==> src/rtl/mem_port.sv <==
// Memory port: turns level-held controller requests into exactly one word-wide
// req/ack transaction, with lane steering, load extension and an ack timeout.
module mem_port #(
  parameter int unsigned TIMEOUT  = 255,
  parameter logic [31:0] RESET_IR = 32'h0000_0000
) (
  input  logic        clk,
  input  logic        rst,
  input  logic        MemRead,
  input  logic        MemWrite,
  input  logic        IRWrite,
  input  logic [31:0] Addr,
  input  logic [31:0] WriteData,
  input  logic [1:0]  Size,
  input  logic        Unsigned,
  output logic [31:0] ReadData,
  output logic [31:0] Instr,
  output logic        Busy,
  output logic        Done,
  output logic        AddrErr,
  output logic        BusErr,
  output logic        mem_req,
  output logic        mem_we,
  output logic [31:0] mem_addr,
  output logic [31:0] mem_wdata,
  output logic [3:0]  mem_be,
  input  logic [31:0] mem_rdata,
  input  logic        mem_ack
);

  typedef enum logic [1:0] {IDLE = 2'd0, ACCESS = 2'd1, HOLD = 2'd2} state_t;

  localparam logic [1:0]  SZ_WORD   = 2'b00;
  localparam logic [1:0]  SZ_HALF   = 2'b01;
  localparam logic [1:0]  SZ_BYTE   = 2'b10;
  localparam logic [1:0]  K_LOAD    = 2'd0;
  localparam logic [1:0]  K_STORE   = 2'd1;
  localparam logic [1:0]  K_FETCH   = 2'd2;
  localparam logic [15:0] WAIT_LAST = 16'(TIMEOUT - 1);

  state_t      state_r;
  logic [1:0]  kind_r;
  logic [1:0]  size_r;
  logic [1:0]  lo_r;
  logic        uns_r;
  logic [15:0] wait_r;

  logic        req_any_s;
  logic [1:0]  kind_s;
  logic [1:0]  size_s;
  logic        misalign_s;
  logic [31:0] wdata_s;
  logic [3:0]  store_be_s;
  logic [3:0]  be_s;

  // Pick the addressed lane(s) out of a memory word, right-align and extend.
  function automatic logic [31:0] load_extract(input logic [31:0] rdata, input logic [1:0] lo,
                                               input logic [1:0] size, input logic uns);
    logic [7:0]  b;
    logic [15:0] h;
    logic [31:0] r;
    case (lo)
      2'b00:   b = rdata[7:0];
      2'b01:   b = rdata[15:8];
      2'b10:   b = rdata[23:16];
      default: b = rdata[31:24];
    endcase
    h = lo[1] ? rdata[31:16] : rdata[15:0];
    case (size)
      SZ_HALF: r = {{16{h[15] & ~uns}}, h};
      SZ_BYTE: r = {{24{b[7] & ~uns}}, b};
      default: r = rdata;
    endcase
    return r;
  endfunction

  assign req_any_s = MemRead | MemWrite | IRWrite;

  // Decode the incoming request: type, effective size, alignment, lane data and enables.
  always_comb begin
    kind_s     = K_LOAD;
    size_s     = SZ_WORD;
    misalign_s = 1'b0;
    wdata_s    = WriteData;
    store_be_s = 4'b1111;
    be_s       = 4'b1111;
    if (MemWrite) begin
      kind_s = K_STORE;
    end else if (IRWrite) begin
      kind_s = K_FETCH;
    end else begin
      kind_s = K_LOAD;
    end
    // Fetches are always whole words; size code 11 also means word.
    if (kind_s == K_FETCH || Size == 2'b11) begin
      size_s = SZ_WORD;
    end else begin
      size_s = Size;
    end
    case (size_s)
      SZ_HALF: begin
        misalign_s = Addr[0];
        wdata_s    = {2{WriteData[15:0]}};
        store_be_s = Addr[1] ? 4'b1100 : 4'b0011;
      end
      SZ_BYTE: begin
        misalign_s = 1'b0;
        wdata_s    = {4{WriteData[7:0]}};
        store_be_s = 4'b0001 << Addr[1:0];
      end
      default: begin
        misalign_s = (Addr[1:0] != 2'b00);
        wdata_s    = WriteData;
        store_be_s = 4'b1111;
      end
    endcase
    if (kind_s == K_STORE) begin
      be_s = store_be_s;
    end else begin
      be_s = 4'b1111;
    end
  end

  // Transaction FSM with registered handshake, status pulses and result registers.
  always_ff @(posedge clk) begin
    if (rst) begin
      state_r   <= IDLE;
      kind_r    <= K_LOAD;
      size_r    <= SZ_WORD;
      lo_r      <= 2'b00;
      uns_r     <= 1'b0;
      wait_r    <= 16'd0;
      mem_req   <= 1'b0;
      mem_we    <= 1'b0;
      mem_be    <= 4'b0000;
      mem_addr  <= 32'h0000_0000;
      mem_wdata <= 32'h0000_0000;
      ReadData  <= 32'h0000_0000;
      Instr     <= RESET_IR;
      Busy      <= 1'b0;
      Done      <= 1'b0;
      AddrErr   <= 1'b0;
      BusErr    <= 1'b0;
    end else begin
      Done    <= 1'b0;
      AddrErr <= 1'b0;
      BusErr  <= 1'b0;
      case (state_r)
        IDLE: begin
          if (req_any_s) begin
            kind_r <= kind_s;
            size_r <= size_s;
            lo_r   <= Addr[1:0];
            uns_r  <= Unsigned;
            wait_r <= 16'd0;
            if (misalign_s) begin
              AddrErr <= 1'b1;
              state_r <= HOLD;
            end else begin
              state_r   <= ACCESS;
              Busy      <= 1'b1;
              mem_req   <= 1'b1;
              mem_we    <= (kind_s == K_STORE);
              mem_addr  <= {Addr[31:2], 2'b00};
              mem_be    <= be_s;
              mem_wdata <= wdata_s;
            end
          end
        end
        ACCESS: begin
          // An ack in the final wait cycle still wins over the timeout.
          if (mem_ack) begin
            mem_req <= 1'b0;
            Busy    <= 1'b0;
            Done    <= 1'b1;
            state_r <= HOLD;
            case (kind_r)
              K_LOAD:  ReadData <= load_extract(mem_rdata, lo_r, size_r, uns_r);
              K_FETCH: Instr    <= mem_rdata;
              default: begin
              end
            endcase
          end else if (wait_r == WAIT_LAST) begin
            mem_req <= 1'b0;
            Busy    <= 1'b0;
            BusErr  <= 1'b1;
            state_r <= HOLD;
          end else begin
            wait_r <= wait_r + 16'd1;
          end
        end
        HOLD: begin
          if (!req_any_s) begin
            state_r <= IDLE;
          end
        end
        default: begin
          state_r <= IDLE;
        end
      endcase
    end
  end

endmodule

==> config.mk <==
export PLATFORM = sky130hd
export DESIGN_NAME = mem_port
export DESIGN_NICKNAME = d
export VERILOG_FILES = /design/src/rtl/mem_port.sv
export SDC_FILE = /design/constraint.sdc
export NUM_CORES = 1
export LEC_CHECK = 0
export ABC_AREA = 1
export BUFFER_PORTS_ARGS = -buffer_cell sky130_fd_sc_hd__buf_2
export CELL_PAD_IN_SITES_DETAIL_PLACEMENT = 0
export CELL_PAD_IN_SITES_GLOBAL_PLACEMENT = 2
export CORE_ASPECT_RATIO = 1.1
export CORE_MARGIN = 3
export CORE_UTILIZATION = 29
export DETAILED_ROUTE_END_ITERATION = 6
export GPL_ROUTABILITY_DRIVEN = 1
export PLACE_DENSITY_LB_ADDON = 0.1
export REMOVE_ABC_BUFFERS = 1
export SKIP_LAST_GASP = 1
export SYNTH_ARGS = -nofsm -noshare
export SYNTH_HDL_FRONTEND = slang
export SYNTH_SLANG_ARGS = --single-unit
==> constraint.sdc <==
create_clock -name clk -period 4.4 [get_ports clk]
set_clock_uncertainty 0.05 [all_clocks]
set_input_delay 0.44 -clock clk [delete_from_list [all_inputs] [get_ports clk]]
set_output_delay 0.44 -clock clk [all_outputs]
set_load 0.1 [all_outputs]
Word-level counts from Yosys, hierarchy flattened

Index checks and enable logic that the tools add are counted.

Add/subtract/negate cells: 1
Equality and inequality tests: 19
Shift-type cells: 1
Muxes and demuxes: 33
Bitwise logic cells: 9
Reductions and logical operators: 16

Operator list:

| cell                                                                    | number |
|---|---|
| 32-bit case mux with 2 select lines                                     | 2 |
| 16-bit two-way mux                                                      | 4 |
| 8-bit two-way mux                                                       | 4 |
| 16-bit case mux with 2 select lines                                     | 1 |
| 8-bit case mux with 3 select lines                                      | 1 |
| 16-bit by 1-bit adder with 16-bit output (second input constant)        | 1 |
| 16-bit by 8-bit equality test with 1-bit output (second input constant) | 1 |
| 2-bit two-way mux                                                       | 8 |
| 2-bit equality test (second input constant)                             | 7 |
| 3-bit AND reduction                                                     | 4 |
| 2-bit by 1-bit equality test with 1-bit output (second input constant)  | 5 |
| 2-bit != test (second input constant)                                   | 5 |
| 4-bit two-way mux                                                       | 2 |
| 4-bit case mux with 2 select lines                                      | 1 |
| 4-bit AND reduction                                                     | 2 |
| 1-bit two-way mux                                                       | 7 |
| 2-bit logical NOT                                                       | 3 |
| 2-bit case mux with 3 select lines                                      | 1 |
| 3-bit OR reduction                                                      | 2 |
| 1-bit inverter                                                          | 5 |
| 1-bit case mux with 2 select lines                                      | 2 |
| 2-bit nonzero test                                                      | 2 |
| 1-bit by 2-bit left shift with 4-bit output (first input constant)      | 1 |
| 3-bit != test (second input constant)                                   | 1 |
| 5 further kinds                                                         | 7 |

Register bits after elaboration: 160
Input bits: 105
Output and inout port bits: 138
Logic and storage cells: 95

Longest topological paths before layout

Depth in word-level cells: 10
Depth in mapped cells: 16
Depth with buffers taken out: 14

Worst setup path before layout

OpenSTA, ideal clock, no wires.

Kind: input -> register
From: input IRWrite
To: register mem_wdata[8]
Setup time: 75 ps
Arrival: 2140 ps
Required time: 4275 ps
Setup slack: 2135 ps
Stages: 15
Buffers on the path: 3
Cell sequence: inv_1 nor2_1 nor3_1 inv_1 ha_1 buf_2 inv_2 nand2_1 nand2_1 nand2_4 inv_2 buf_6 buf_6 o21ai_0 a31oi_1

Cells in the longest elaborated chain, start to end: 9
Elaborated cells between the ends (all ways): 12
Those cells by class: eq/ne: 3; mux: 5; bitwise: 2; reduce/logical: 2

Ends and longest elaborated chain:

| element                                                                                      | RTL line | RTL |
|---|---|---|
| from (decl)                                                                                  | 11       | `input logic IRWrite,` |
| 2-bit two-way mux (*)                                                                        | 89       | `end else if (IRWrite) begin` |
| 2-bit two-way mux (*)                                                                        | 87       | `if (MemWrite) begin` |
| 2-bit equality test (*)                                                                      | 95       | `if (kind_s == K_FETCH \|\| Size == 2'b11) begin` |
| 1-bit logical OR (*)                                                                         | 95       |  |
| 2-bit two-way mux (*)                                                                        | 95       |  |
| named net size_s[1]                                                                          | 50       | `logic [1:0] size_s;` |
| 2-bit equality test / 2-bit by 1-bit equality test with 1-bit output (equally long branches) | 100      | `case (size_s)` |
| 1-bit case mux with 2 select lines                                                           | 100      |  |
| 1-bit inverter (no line)                                                                     | -        |  |
| 3-bit AND reduction (no line)                                                                | -        |  |
| to (signal assigned)                                                                         | 166      | `mem_wdata <= wdata_s;` |
| to (decl)                                                                                    | 25       | `output logic [31:0] mem_wdata,` |

The timed path passes the listed nets; every way through them passes the cells marked *.
A chain may end at the register's enable or synchronous reset.

Worst setup path in the final report

From: input IRWrite
To: register mem_wdata[9]

Same word-level chain as after synthesis.

==> metrics.txt <==
Fmax=0.370 GHz; combinational power share=35.8%; Synth area leader=dfxtp_1; TritonRoute pass-1 iters=4; YS warnings=0; Crit path largest cell delay=approximately 0.44 ns; Via density=4.70; RSZ-0062 raised after global routing=no; number of top-level pins=243; number of synthesized flops with an enable pin=0; drc violations=0; synth top area cells=dfxtp_1 45%, nor2_1 10%, nand2_1 8.4%, o21ai_0 8.3%, a21oi_1 5.5%; initial antenna violation count=2; most common cell after layout, fill and taps aside=buf_2; synthesized area per cell=7.30 µm²; Final Max Tran Viols=0; Synth cell types=39; Die Y=169 µm; DR iter-0 viols=308; clk root buf=clkbuf_16; WP data required=around 4.7 ns; WL/cell=15.9 µm; relative slew slack=between 30% and 40%; vias=7004; fin nets=roughly 1.3k; register share of total power=between 30% and 40%; Post-Route Utilization=between 30% and 40%; diode count=0; setup_tns=0 ns; CTS Buffer Depth=2; worst r2r src=state_r[0]; CTS Buf Count=17; switch share=between 40% and 50%; min-delay worst type=in2reg; P&R area growth vs syn=27.0%; Die W=~150 µm; Final Hold Vio Count=0; clock sinks=160; Seq/Total Area, Yosys=between 40% and 50%; Leakage Power=between 4 and 5 nW; routed wire length=between 20000 and 25000 µm; layout cell share with drive strength beyond 1=between 20% and 30%; Cells after Synth=965; Overflow after GRT=0; Slowest-stage cell, CP=inv_2; Total GRT Usage=approximately 18%; post-CTS setup buffer count=0; Worst VDD drop=~0.21 mV; post-DP HPWL=~16000 µm; Int Power=2.70 mW; Slew @ Worst Pin=0.938 ns; crit-path cells=buf_2 > inv_1 > nor2_1 > nor3_1 > inv_1 > ha_1 > inv_2 > nand2_1 > nand2_1 > nand2_4 > inv_2 > buf_4 > o21ai_0 > a31oi_1; async set-reset flop share out of synthesis=0%; Worst-path clk slew=0.08 ns; Post-CTS Resized=0; Starting Density=between 20% and 30%; Main synth FF type=dfxtp_1; CP Launch Type=input pin; # setup viols final=0; routability cong.=0.762; worst skew pair latency=0.43 ns; CTS tree=built; Reg area=about 3200 µm²; most frequent cells in the layout=240 x buf_2, 195 x nor2_1, 160 x dfxtp_1; Critical Path Fanout Max=36; status=completed; largest net degree at the start of global routing=roughly 120; first-pass GRT wire length=between 30000 and 40000 µm; share of the synthesized area in the top cell type=a little under half; fin crit share=between 60% and 70%; antenna-violating nets left=0; CP startpoint=IRWrite; WS Path Type=in2reg; Tmin final=approximately 2.7 ns; max-cap viol count=0; row count=between 50 and 60; Fill cells=approximately 2.6k; WP data arrival=about 3.0 ns; multi-input logic area=between 3000 and 4000 µm²; clock power share=between 20% and 30%; synthesized flop and latch total=160; Switching Power=2.21 mW; synthesized area=about 7000 µm²; power density over the cells=about 550 nW/µm²; Worst Min Path Start=Addr[12]; hold buffers post-CTS=0; core footprint=around 24000 µm²; Die Area=about 26000 µm²; Critical Path Sink Type=flop; H-tree depth=4; Port Buffers=between 200 and 250; vias in the first global route=~6.5k
power by group through the flow:
stage	logic, mW	registers (mW)	clock network (mW)
after floorplan	0.456	2.63	0
after global routing	1.87	1.70	1.57
after detailed placement	1.78	1.71	0
after CTS	1.78	1.68	1.52
after global placement	1.78	1.71	0
final	1.76	1.68	1.47
final cells by class:
cell class | count | area share, %
flip-flops and latches | 160 | 35.8
inverters | 44 | 1.89
clock inverters | 14 | 1.64
repair buffers | 247 | 14.3
multi-input cells | 702 | 37.3
clock buffers | 18 | 4.80
well taps | 305 | 4.27
logic make-up after synthesis:
family / synth area share, %
buf+inv: 7.16
xor+xnor: 0.373
flops: 45.5
mux: 0.853
fa+ha+maj: 1.07
compound gates: 20.2
other cells: 0.0532
simple gates: 24.8
through the flow:
stage | worst slack (ns) | hold slack (ns) | cells | cell area, µm² | total power [mW]
5_1_grt | 1.33 | 0.197 | 1490 | 8950 | 5.14
6_report | 1.70 | 0.214 | 1490 | 8950 | 4.91
3_5_place_dp | 1.21 | 0.415 | 1458 | 8370 | 3.49
4_1_cts | 1.65 | 0.186 | 1490 | 8950 | 4.98
2_1_floorplan | 1.02 | 0.400 | 906 | 6710 | 3.09
3_3_place_gp | 1.33 | 0.403 | 1458 | 8370 | 3.49
state kept, by name, summed over array words and instances (netlist names):
signal     count
mem_wdata     32
mem_addr      30
kind_r         2
wait_r        16
size_r         2
Done           1
Instr         32
lo_r           2
uns_r          1
mem_req        1
AddrErr        1
mem_we         1
mem_be         4
state_r        2
ReadData      32
BusErr         1
per-layer routing:
layer	vias to the layer above	GRT usage [%]	wire length, µm
met4	4	4.61	340
met3	23	4.85	1300
met5	-	0	16
li1	3610	-	-
met1	3194	23.5	11200
met2	173	28.4	10900
synthesized netlist by cell type, types with 2 or more instances:
cell / count
inv_2: 7
nand2_1: 157
clkbuf_1: 27
o21bai_1: 3
or2_2: 12
xor2_1: 3
nor2_4: 3
buf_1: 3
nand2_4: 4
mux2i_1: 6
ha_1: 6
nand3_1: 27
buf_4: 12
buf_6: 7
o21ai_0: 117
nand4_1: 6
o21ai_1: 31
o221ai_1: 6
nor2_1: 195
inv_1: 36
buf_2: 10
a21oi_1: 78
a31oi_1: 26
nand2_2: 3
dfxtp_1: 160
nand3_2: 2
nor3_1: 4
a21oi_2: 3
worst paths after layout:
path | depth (start not counted) | slack [ns] | end
worst max-delay path | 14 | 1.70 | mem_wdata[9]
worst min-delay path | 3 | 0.21 | mem_addr[12]
worst max register to register | 8 | 1.78 | Instr[31]
worst min register to register | 2 | 0.42 | mem_we
worst max-delay path, delay by kind of cell:
| kind | cells | cell delay (ns) |
|---|---|---|
| buffers and inverters | 6 | 1.35 |
| AOI/OAI and AO/OA | 2 | 0.27 |
| adders and majority gates | 1 | 0.33 |
| and+or+nand+nor | 5 | 0.60 |
Note: power is estimated with default switching activity, not from simulation.
